File: src/rtl/mc_controller.sv
// mc_controller: main control FSM for the multicycle MIPS datapath.
// Moore decode of a 4-bit state register; pcen is the only output that also
// depends on the current-cycle ALU zero flag.
// Optional macro MC_EXT_OPS_EN adds bne, andi and ori support.
module mc_controller #(
  parameter logic [31:0] PC_START = 32'h0000_0000
) (
  input  logic       clk,
  input  logic       reset,
  input  logic [5:0] op,
  input  logic [5:0] funct,
  input  logic       zero,
  output logic       iord,
  output logic       irwrite,
  output logic       memwrite,
  output logic       pcen,
  output logic       regwrite,
  output logic       regdst,
  output logic       memtoreg,
  output logic       alusrca,
  output logic [1:0] alusrcb,
  output logic [1:0] pcsrc,
  output logic [2:0] alucontrol,
  output logic       illegal
);

  // The controller never drives the PC value; the start address only has to
  // be word aligned for the datapath's fetch to make sense.
  if (PC_START[1:0] != 2'b00) begin : g_pc_start_check
    $error("mc_controller: PC_START must be word aligned");
  end

  localparam logic [5:0] OP_RTYPE = 6'b000000;
  localparam logic [5:0] OP_LW    = 6'b100011;
  localparam logic [5:0] OP_SW    = 6'b101011;
  localparam logic [5:0] OP_BEQ   = 6'b000100;
  localparam logic [5:0] OP_ADDI  = 6'b001000;
  localparam logic [5:0] OP_J     = 6'b000010;
`ifdef MC_EXT_OPS_EN
  localparam logic [5:0] OP_BNE   = 6'b000101;
  localparam logic [5:0] OP_ANDI  = 6'b001100;
  localparam logic [5:0] OP_ORI   = 6'b001101;
`endif

  localparam logic [2:0] ALU_ADD = 3'b010;
  localparam logic [2:0] ALU_SUB = 3'b110;
  localparam logic [2:0] ALU_AND = 3'b000;
  localparam logic [2:0] ALU_OR  = 3'b001;
  localparam logic [2:0] ALU_SLT = 3'b111;

  typedef enum logic [3:0] {
    S_FETCH   = 4'd0,
    S_DECODE  = 4'd1,
    S_MEMADR  = 4'd2,
    S_MEMRD   = 4'd3,
    S_MEMWB   = 4'd4,
    S_MEMWR   = 4'd5,
    S_EXECUTE = 4'd6,
    S_ALUWB   = 4'd7,
    S_BRANCH  = 4'd8,
    S_ADDIEX  = 4'd9,
    S_ADDIWB  = 4'd10,
    S_JUMP    = 4'd11,
    S_LOGIEX  = 4'd12
  } state_t;

  state_t     state_reg;
  state_t     state_next;

  logic       iord_dec;
  logic       irwrite_dec;
  logic       memwrite_dec;
  logic       pcwrite_dec;
  logic       branch_dec;
  logic       regwrite_dec;
  logic       regdst_dec;
  logic       memtoreg_dec;
  logic       alusrca_dec;
  logic [1:0] alusrcb_dec;
  logic [1:0] pcsrc_dec;
  logic [2:0] alucontrol_dec;
  logic       illegal_dec;
  logic       branch_cond;
  logic       pcen_dec;

  // State register; reset aborts any instruction and parks in FETCH.
  always_ff @(posedge clk or posedge reset) begin
    if (reset) begin
      state_reg <= S_FETCH;
    end else begin
      state_reg <= state_next;
    end
  end

  // Per-state output decode and next-state selection.
  always_comb begin
    state_next     = S_FETCH;
    iord_dec       = 1'b0;
    irwrite_dec    = 1'b0;
    memwrite_dec   = 1'b0;
    pcwrite_dec    = 1'b0;
    branch_dec     = 1'b0;
    regwrite_dec   = 1'b0;
    regdst_dec     = 1'b0;
    memtoreg_dec   = 1'b0;
    alusrca_dec    = 1'b0;
    alusrcb_dec    = 2'b00;
    pcsrc_dec      = 2'b00;
    alucontrol_dec = 3'b000;
    illegal_dec    = 1'b0;
    case (state_reg)
      S_FETCH: begin
        irwrite_dec    = 1'b1;
        alusrcb_dec    = 2'b01;
        alucontrol_dec = ALU_ADD;
        pcwrite_dec    = 1'b1;
        state_next     = S_DECODE;
      end
      S_DECODE: begin
        // Branch target is precomputed into aluout while the op is decoded.
        alusrcb_dec    = 2'b11;
        alucontrol_dec = ALU_ADD;
        case (op)
          OP_LW, OP_SW: state_next = S_MEMADR;
          OP_RTYPE:     state_next = S_EXECUTE;
          OP_BEQ:       state_next = S_BRANCH;
          OP_ADDI:      state_next = S_ADDIEX;
          OP_J:         state_next = S_JUMP;
`ifdef MC_EXT_OPS_EN
          OP_BNE:           state_next = S_BRANCH;
          OP_ANDI, OP_ORI:  state_next = S_LOGIEX;
`endif
          default: begin
            illegal_dec = 1'b1;
            state_next  = S_FETCH;
          end
        endcase
      end
      S_MEMADR: begin
        alusrca_dec    = 1'b1;
        alusrcb_dec    = 2'b10;
        alucontrol_dec = ALU_ADD;
        state_next     = (op == OP_SW) ? S_MEMWR : S_MEMRD;
      end
      S_MEMRD: begin
        iord_dec   = 1'b1;
        state_next = S_MEMWB;
      end
      S_MEMWB: begin
        regwrite_dec = 1'b1;
        memtoreg_dec = 1'b1;
      end
      S_MEMWR: begin
        iord_dec     = 1'b1;
        memwrite_dec = 1'b1;
      end
      S_EXECUTE: begin
        alusrca_dec = 1'b1;
        state_next  = S_ALUWB;
        case (funct)
          6'b100000: alucontrol_dec = ALU_ADD;
          6'b100010: alucontrol_dec = ALU_SUB;
          6'b100100: alucontrol_dec = ALU_AND;
          6'b100101: alucontrol_dec = ALU_OR;
          6'b101010: alucontrol_dec = ALU_SLT;
          default: begin
            // Unsupported funct: flag it and skip the write-back.
            alucontrol_dec = ALU_ADD;
            illegal_dec    = 1'b1;
            state_next     = S_FETCH;
          end
        endcase
      end
      S_ALUWB: begin
        regwrite_dec = 1'b1;
        regdst_dec   = 1'b1;
      end
      S_BRANCH: begin
        alusrca_dec    = 1'b1;
        alucontrol_dec = ALU_SUB;
        branch_dec     = 1'b1;
        pcsrc_dec      = 2'b01;
      end
      S_ADDIEX: begin
        alusrca_dec    = 1'b1;
        alusrcb_dec    = 2'b10;
        alucontrol_dec = ALU_ADD;
        state_next     = S_ADDIWB;
      end
      S_ADDIWB: begin
        regwrite_dec = 1'b1;
      end
      S_JUMP: begin
        pcsrc_dec   = 2'b10;
        pcwrite_dec = 1'b1;
      end
`ifdef MC_EXT_OPS_EN
      S_LOGIEX: begin
        alusrca_dec    = 1'b1;
        alusrcb_dec    = 2'b10;
        alucontrol_dec = (op == OP_ORI) ? ALU_OR : ALU_AND;
        state_next     = S_ADDIWB;
      end
`endif
      default: state_next = S_FETCH;
    endcase
  end

  // bne reuses the BRANCH state with the zero test inverted.
`ifdef MC_EXT_OPS_EN
  assign branch_cond = (op == OP_BNE) ? ~zero : zero;
`else
  assign branch_cond = zero;
`endif

  assign pcen_dec = pcwrite_dec | (branch_dec & branch_cond);

  // Every output is held low while reset is asserted, including the
  // instant it rises in the middle of a memory write.
  assign iord       = ~reset & iord_dec;
  assign irwrite    = ~reset & irwrite_dec;
  assign memwrite   = ~reset & memwrite_dec;
  assign pcen       = ~reset & pcen_dec;
  assign regwrite   = ~reset & regwrite_dec;
  assign regdst     = ~reset & regdst_dec;
  assign memtoreg   = ~reset & memtoreg_dec;
  assign alusrca    = ~reset & alusrca_dec;
  assign alusrcb    = reset ? 2'b00 : alusrcb_dec;
  assign pcsrc      = reset ? 2'b00 : pcsrc_dec;
  assign alucontrol = reset ? 3'b000 : alucontrol_dec;
  assign illegal    = ~reset & illegal_dec;

endmodule

File: config.mk
export PLATFORM = sky130hd
export DESIGN_NAME = mc_controller
export DESIGN_NICKNAME = d
export VERILOG_FILES = /design/src/rtl/mc_controller.sv
export SDC_FILE = /design/constraint.sdc
export NUM_CORES = 1
export LEC_CHECK = 0
export CORE_MARGIN = 2
export CORE_UTILIZATION = 39
export CTS_CLUSTER_SIZE = 20
export DETAILED_ROUTE_END_ITERATION = 6
export PLACE_DENSITY = 0.9
export SETUP_SLACK_MARGIN = 0.5
export SYNTH_ARGS = -nofsm -noshare
export SYNTH_HDL_FRONTEND = slang
export SYNTH_SLANG_ARGS = --single-unit
File: constraint.sdc
create_clock -name clk -period 1.7 [get_ports clk]
set_clock_uncertainty 0.05 [all_clocks]
set_input_delay 0.34 -clock clk [delete_from_list [all_inputs] [get_ports clk]]
set_output_delay 0.34 -clock clk [all_outputs]
set_load 0.02 [all_outputs]
==> results.md, run 1 <==
- Outcome: aborted with a tool error
- Failed at: clock tree synthesis (4_1_cts)
- Run Error: [ERROR DPL-0038] Utilization greater than 100%, impossible to legalize
- Area of the mapped netlist: 607 um2
- Netlist cell types: 41
- Clk buf depth: 2
- Ys flop type: dfrtp_1
- Post-synth ARST share: 100%
- Post-DP HPWL: 2240 um
- Sequential share of the synthesized area: 16.5%
- Cell with the most instances after synthesis: nor2_1
- Cts repair resizes: 174
- Chip height: 43.4 um
- Cells after Synth: 86
- Initial core utilization: 40.8%
- Syn_nets: 101
- Top cells by area, synth: dfrtp_1, nor2_1, a21oi_1
- Synth top area share: 16.5%
- CTS HTree Levels: 1
- CTS sink cnt: 4
- Ys Warns: 0
- Port buffer count: 30
- Die width: 43.4 um
- Largest area contributor in the netlist: dfrtp_1
- Post-synthesis area per instance: 7.06 um2
- # Post-CTS Setup Buffers: 14
- #FFs+latches synth: 4
- Number of enable flip-flop cells after synthesis: 0
- Cts hold-fix bufs: 0
- RePlAce Congestion: 0.857
- Inserted Clock Buffers: 3
- Commonest cells in the netlist: nor2_1, a21oi_1, nor3_1
- Rows: 14
- I/O pin cnt: 31
- Clk root buf: clkbuf_4
==> stage by stage <==
step | cell area (um2) | util, % | setup WS (ns) | std cells
after floorplan | 888 | - | 0.0135 | 86
after global placement | 1370 | 92.1 | -0.841 | 157
after detailed placement | 1370 | 92.1 | -0.863 | 157
==> cell families after synthesis <==
family          Yosys count  share of synthesized area [%]
simple gates             43                           40.6
compound gates           25                           29.1
buf+inv                  10                           7.63
flops                     4                           16.5
xor+xnor                  3                           4.33
fa+ha+maj                 1                           1.86
==> run 2: changes to the inputs <==
CORE_AREA = 2 2 63 65   (was not set)
CORE_MARGIN = not set   (was 2)
CORE_UTILIZATION = not set   (was 39)
CTS_CLUSTER_SIZE = not set   (was 20)
DIE_AREA = 0 0 65 67   (was not set)
PLACE_DENSITY = not set   (was 0.9)
PLACE_DENSITY_LB_ADDON = 0.15   (was not set)
SETUP_SLACK_MARGIN = not set   (was 0.5)
==> run 2 against run 1 <==
The flow now finishes, with violations (setup timing). Synthesized area stayed put. Synthesized cell count stayed put.
==> results.md, run 2 <==
- Outcome: finished, violations left (was aborted with a tool error)
- Failing checks: setup timing
- Area of the mapped netlist: 607 um2 (unchanged)
- Sequential share of the synthesized area: 16.5% (unchanged)
- Clk pwr share: 12.9%
- Cells after Synth: 86 (unchanged)
- Post-synth ARST share: 100% (unchanged)
- CTS sink cnt: 4 (unchanged)
- Ys Warns: 0 (unchanged)
- Netlist cell types: 41 (unchanged)
- Clk root buf: clkbuf_8 (was clkbuf_4)
- Arr. time, crit path: 1.43 ns
- Syn_nets: 101 (unchanged)
- Switching portion of total power: 41.4%
- Proportion of layout cells with a drive suffix above 1: 63.0%
- Initial antenna violation count: 0
- Chip height: 67 um (was 43.4 um)
- R2R Setup Slk: 0.20 ns
- DRT antenna net count: 0
- Die area: 4360 um2
- Final worst path period share: 107%
- Fin nets: 163
- Largest area contributor in the netlist: dfrtp_1 (unchanged)
- Clock slew at reported path FFs: 0.03 ns
- Worst setup path end: illegal
- Iteration-0 DRC Markers: 12
- Power per Cell Area: 1110 nW/um2
- Area of the multi-input gates: 649 um2
- Global Route Usage Sum: 11.7%
- Startpoint Class: flop
- Setup violators final: 11
- Clk buf depth: 2 (unchanged)
- Largest net degree at the start of global routing: 12
- Min Hold Slack: 0.463 ns
- Ys flop type: dfrtp_1 (unchanged)
- Reg power frac: 11.4%
- Rows: 22 (was 14)
- DRC viols: 0
- Register area: 105 um2
- Layout area overhead: 133%
- I/O pin cnt: 31 (unchanged)
- Synth top area share: 16.5% (unchanged)
- Final Hold Viols: 0
- Number of enable flip-flop cells after synthesis: 0 (unchanged)
- GRT Residual Overflow: 0
- Slew headroom: 76.9%
- Final worst slack: -0.122 ns
- Vias: 885
- Fmax: 0.549 GHz
- Worst slack, placed: -0.851 ns (was -0.863 ns)
- Crit-path max FO: 4
- RePlAce Congestion: 0.755 (was 0.857)
- Cell with the most instances after synthesis: nor2_1 (unchanged)
- Hold Path Class: in2async
- Port buffer count: 30 (unchanged)
- Commonest cells in the netlist: nor2_1, a21oi_1, nor3_1 (unchanged)
- Critical R2R Launch: state_reg[3]
- N_diodes: 0
- First-pass GRT wire length: 4020 um
- CP Class: reg2out
- Filler cells: 392
- Pint: 0.000917 W
- NetSw: 0.000648 W
- CTS HTree Levels: 1 (unchanged)
- Via/cell ratio: 4.56
- Leakage: 0.611 nW
- RSZ-0062 raised after global routing: true
- CP startpoint: state_reg[2]
- Worst VDD drop: 0.290 mV
- Number of flip-flops in the largest register: 4
- Cts hold-fix bufs: 0 (unchanged)
- Vias in the first global route: 898
- Top cells by area, synth: dfrtp_1, nor2_1, a21oi_1 (unchanged)
- Total of max-cap violations: 0
- Inserted Clock Buffers: 3 (unchanged)
- Most frequent cells in the layout: buf_4, buf_6, dlygate4sd2_1
- Post-synthesis area per instance: 7.06 um2 (unchanged)
- WP data required: 1.31 ns
- Initial core utilization: 16.8% (was 40.8%)
- Total negative setup slack: -0.892 ns
- Core area: 3610 um2
- #FFs+latches synth: 4 (unchanged)
- Clock Latency Late Sink: 0.22 ns
- Post-layout min period: 1.82 ns
- Final WL: 2380 um
- Commonest non-fill, non-tap cell in the layout: buf_4
- Logic pwr share: 75.7%
- CTS tree: done
- Least-Margin Pin Slew: 0.347 ns
- Cells on worst reg2reg path: 5
- CP Capture Type: output port
- Max-slew violations: 0
- Reg-to-Reg End: state_reg[2]
- Post-DP HPWL: 1810 um (was 2240 um)
- WL per Instance: 12.3 um
- Die width: 65 um (was 43.4 um)
- Initial DRT Pass Iterations: 3
[run 2: worst min path at each step]
stage / end / slack, ns / cells past startpoint
finish: state_reg[3] / 0.46 / 4
global route: state_reg[2] / 0.50 / 4
CTS: state_reg[2] / 0.42 / 4
floorplan: state_reg[0] / 0.28 / 2
global placement: state_reg[0] / 0.65 / 2
detailed placement: state_reg[3] / 0.65 / 2
[run 2: per-stage QoR]
| step | area [um2] | power [W] | cells | utilization [%] |
|---|---|---|---|---|
| 6_report | 1420 | 0.00157 | 194 | 39.2 |
| 5_1_grt | 1420 | 0.00168 | 194 | 39.2 |
| 4_1_cts | 1290 | 0.00138 | 189 | 35.7 |
| 3_5_place_dp | 1150 | 0.00101 | 182 | 31.8 |
| 3_3_place_gp | 1150 | 0.00101 | 182 | 31.8 |
| 2_1_floorplan | 631 | 0.000587 | 86 | - |
[run 2: cell families (layout without fill, tap and decap cells)]
kind of cell,count (synthesis),in the layout,share of synthesized area [%]
buffers and inverters,10,70,7.63
AO/OA/AOI/OAI,25,25,29.1
AND/OR/NAND/NOR,43,43,40.6
adder cells (fa/ha/maj),1,1,1.86
XOR/XNOR,3,3,4.33
flip-flops,4,4,16.5
[run 2: cell type report]
cell class | count | share of cell area [%]
Multi-Input combinational cell | 72 | 45.9
Timing Repair Buffer | 65 | 39.0
Sequential cell | 4 | 7.43
Tap cell | 48 | 4.24
Clock buffer | 3 | 2.92
Inverter | 2 | 0.531
[run 2: timing repair]
action / CTS / global route
pin swaps: 14 / 13
gates resized for setup: 137 / 23
buffers inserted: 4 / 6
endpoints found under the setup margin: 18 / 16
[run 2: per-layer routing]
metal | vias up | GRT usage [%] | part of all wire, %
li1 | 451 | - | -
met1 | 410 | 12.8 | 41
met2 | 22 | 23.1 | 54
met3 | 2 | 1.18 | 4.7
met4 | 0 | 3.99 | 0.80
met5 | - | 0 | 0
[run 2: power groups by stage]
| stage | sequential [W] | clock (W) | combinational [W] |
|---|---|---|---|
| detailed placement | 0.000167 | 0 | 0.000842 |
| CTS | 0.000179 | 0.000206 | 0.000991 |
| global route | 0.000186 | 0.000211 | 0.00128 |
| global placement | 0.000165 | 0 | 0.000841 |
| floorplan | 0.000142 | 0 | 0.000445 |
| finish | 0.000179 | 0.000202 | 0.00118 |
[run 2: critical path, cell delays in order (launching register included)]
cell and delay [ns]:
dfrtp_2 0.42, buf_4 0.15, nor4_2 0.29, o21ai_2 0.10, o31ai_2 0.07, buf_4 0.17
Note: power is estimated with default switching activity, not from simulation.
==> run 3: changes to the inputs <==
CORE_AREA = 4 4 65 67   (was 2 2 63 65)
DIE_AREA = 0 0 69 71   (was 0 0 65 67)
clock period = 1.45 ns   (was 1.7 ns; I/O delays follow)
==> run 3 against run 2 <==
The flow still finishes with violations (setup timing). Final area is 13% higher. Global-route usage is 1.5 points lower. Utilization rose by 4.9 points. Non-clock buffer count up 6. Critical path type unchanged.
==> results.md, run 3 (synthesized netlist as in run 2, its figures left out) <==
- Total negative setup slack: -3.98 ns (was -0.892 ns)
- Via/cell ratio: 4.62 (was 4.56)
- RSZ-0062 raised after global routing: true (unchanged)
- WP data required: 1.11 ns (was 1.31 ns)
- Global Route Usage Sum: 10.2% (was 11.7%)
- Outcome: finished, violations left (unchanged)
- Final worst path period share: 122%
- Cts hold-fix bufs: 0 (unchanged)
- Largest net degree at the start of global routing: 14 (was 12)
- RePlAce Congestion: 0.812 (was 0.755)
- Vias in the first global route: 920 (was 898)
- CTS tree: done (unchanged)
- Hold Path Class: in2async (unchanged)
- Layout area overhead: 165% (was 133%)
- Fin util: 44.2% (was 39.2%)
- Core area: 3630 um2 (was 3610 um2)
- Fin nets: 169 (was 163)
- DRC viols: 0 (unchanged)
- NetSw: 0.000814 W (was 0.000648 W)
- Final WL: 2420 um (was 2380 um)
- Port buffer count: 30 (unchanged)
- Setup violators final: 17 (was 11)
- Final worst slack: -0.324 ns (was -0.122 ns)
- CTS sink cnt: 4 (unchanged)
- WL per Instance: 12.1 um (was 12.3 um)
- Crit-path max FO: 5 (was 4)
- Min Hold Slack: 0.341 ns (was 0.463 ns)
- Chip height: 71 um (was 67 um)
- First-pass GRT wire length: 4190 um (was 4020 um)
- R2R Setup Slk: -0.01 ns (was 0.20 ns)
- Post-layout min period: 1.77 ns
- Iteration-0 DRC Markers: 23 (was 12)
- Clock Latency Late Sink: 0.22 ns (about the same)
- Pint: 0.00110 W (was 0.000917 W)
- Filler cells: 384 (was 392)
- Max-slew violations: 0 (unchanged)
- Clk pwr share: 12.1% (was 12.9%)
- Power per Cell Area: 1190 nW/um2 (was 1110 nW/um2)
- Inserted Clock Buffers: 3 (unchanged)
- Slew headroom: 83.1% (was 76.9%)
- Clk buf depth: 2 (unchanged)
- Clock slew at reported path FFs: 0.03 ns (about the same)
- Leakage: 0.671 nW (was 0.611 nW)
- Number of flip-flops in the largest register: 4 (unchanged)
- CP Class: reg2out (unchanged)
- DRT antenna net count: 0 (unchanged)
- Switching portion of total power: 42.5% (was 41.4%)
- Startpoint Class: flop (unchanged)
- GRT Residual Overflow: 0 (unchanged)
- Final Hold Viols: 0 (unchanged)
- Rows: 22 (unchanged)
- Total of max-cap violations: 0 (unchanged)
- Fmax: 0.564 GHz
- Reg power frac: 10.6% (was 11.4%)
- Commonest non-fill, non-tap cell in the layout: buf_4 (unchanged)
- Logic pwr share: 77.3% (was 75.7%)
- Proportion of layout cells with a drive suffix above 1: 71.7% (was 63.0%)
- N_diodes: 0 (unchanged)
- Initial antenna violation count: 0 (unchanged)
- Initial DRT Pass Iterations: 4 (was 3)
- Arr. time, crit path: 1.43 ns (about the same)
- Die area: 4900 um2 (was 4360 um2)
- CP Capture Type: output port (unchanged)
- Post-DP HPWL: 1870 um (was 1810 um)
- Worst VDD drop: 0.515 mV (was 0.290 mV)
- Most frequent cells in the layout: buf_4, buf_6, dlygate4sd2_1 (unchanged)
- Die width: 69 um (was 65 um)
- Least-Margin Pin Slew: 0.251 ns (was 0.347 ns)
- Clk root buf: clkbuf_8 (unchanged)
- I/O pin cnt: 31 (unchanged)
- Initial core utilization: 16.7% (was 16.8%)
- Failing checks: setup timing (unchanged)
- Vias: 923 (was 885)
- CTS HTree Levels: 1 (unchanged)
-- run 3: cell count changes in the layout (fill, tap and decap cells not counted), moves of 3 or more --
cell	before	now
buf_6	12	18
nor2_1	7	3
buf_2	3	0
buf_4	38	41
dlygate4sd2_1	9	6
nor2_4	1	4
-- run 3: power by group through the flow --
stage          Clock [W]  Combinational [W]  Sequential (W)
2_1_floorplan          0           0.000767        0.000175
3_3_place_gp           0            0.00124        0.000194
3_5_place_dp           0            0.00124        0.000193
4_1_cts         0.000238            0.00135        0.000201
5_1_grt         0.000247            0.00159        0.000210
6_report        0.000231            0.00148        0.000203
-- run 3: repair_timing --
action                     CTS  global route
pin swaps                   10            14
buffers inserted             3             4
setup endpoints to repair   19            19
gates cloned                 0             0
gates resized for setup    143            21
-- run 3: routing by layer --
layer	global-route usage, %	vias up	wire length (um)
li1	-	462	-
met1	13.2	425	1070
met2	17.5	32	1210
met3	1.70	4	111
met4	2.60	0	23
met5	0	-	0
-- run 3: final timing paths --
kind | from | to | cells after the start
setup / recovery | state_reg[3] | illegal | 5
hold / removal | reset | state_reg[1] | 4
setup reg to reg | state_reg[2] | state_reg[2] | 6
hold reg to reg | state_reg[0] | state_reg[3] | 3
max in group asynchronous | reset | state_reg[0] | 4
min in group clk | op[1] | state_reg[2] | 4
-- run 3: cell type report --
type	count	area [um2]	share of cell area (%)
multi-input cells	72	763	47.5
repair buffers	71	629	39.2
flip-flops and latches	4	104	6.47
well taps	48	60.1	3.74
clock buffers	3	41.3	2.57
inverters	2	7.51	0.468
-- run 3: through the flow --
stage          total power (W)  std cells  setup slack [ns]  instance area [um2]
2_1_floorplan         0.000942         86            -0.151                  787
3_3_place_gp           0.00143        190             -1.01                 1340
3_5_place_dp           0.00143        190             -1.01                 1340
4_1_cts                0.00179        196            -0.322                 1500
5_1_grt                0.00204        200            -0.385                 1610
6_report               0.00191        200            -0.324                 1610
-- run 3: critical path, cell delays in order (launching register included) --
cell and delay, ns:
dfrtp_2 0.44, nor3b_2 0.19, nand2_1 0.12, buf_6 0.15, o31ai_4 0.17, buf_6 0.14
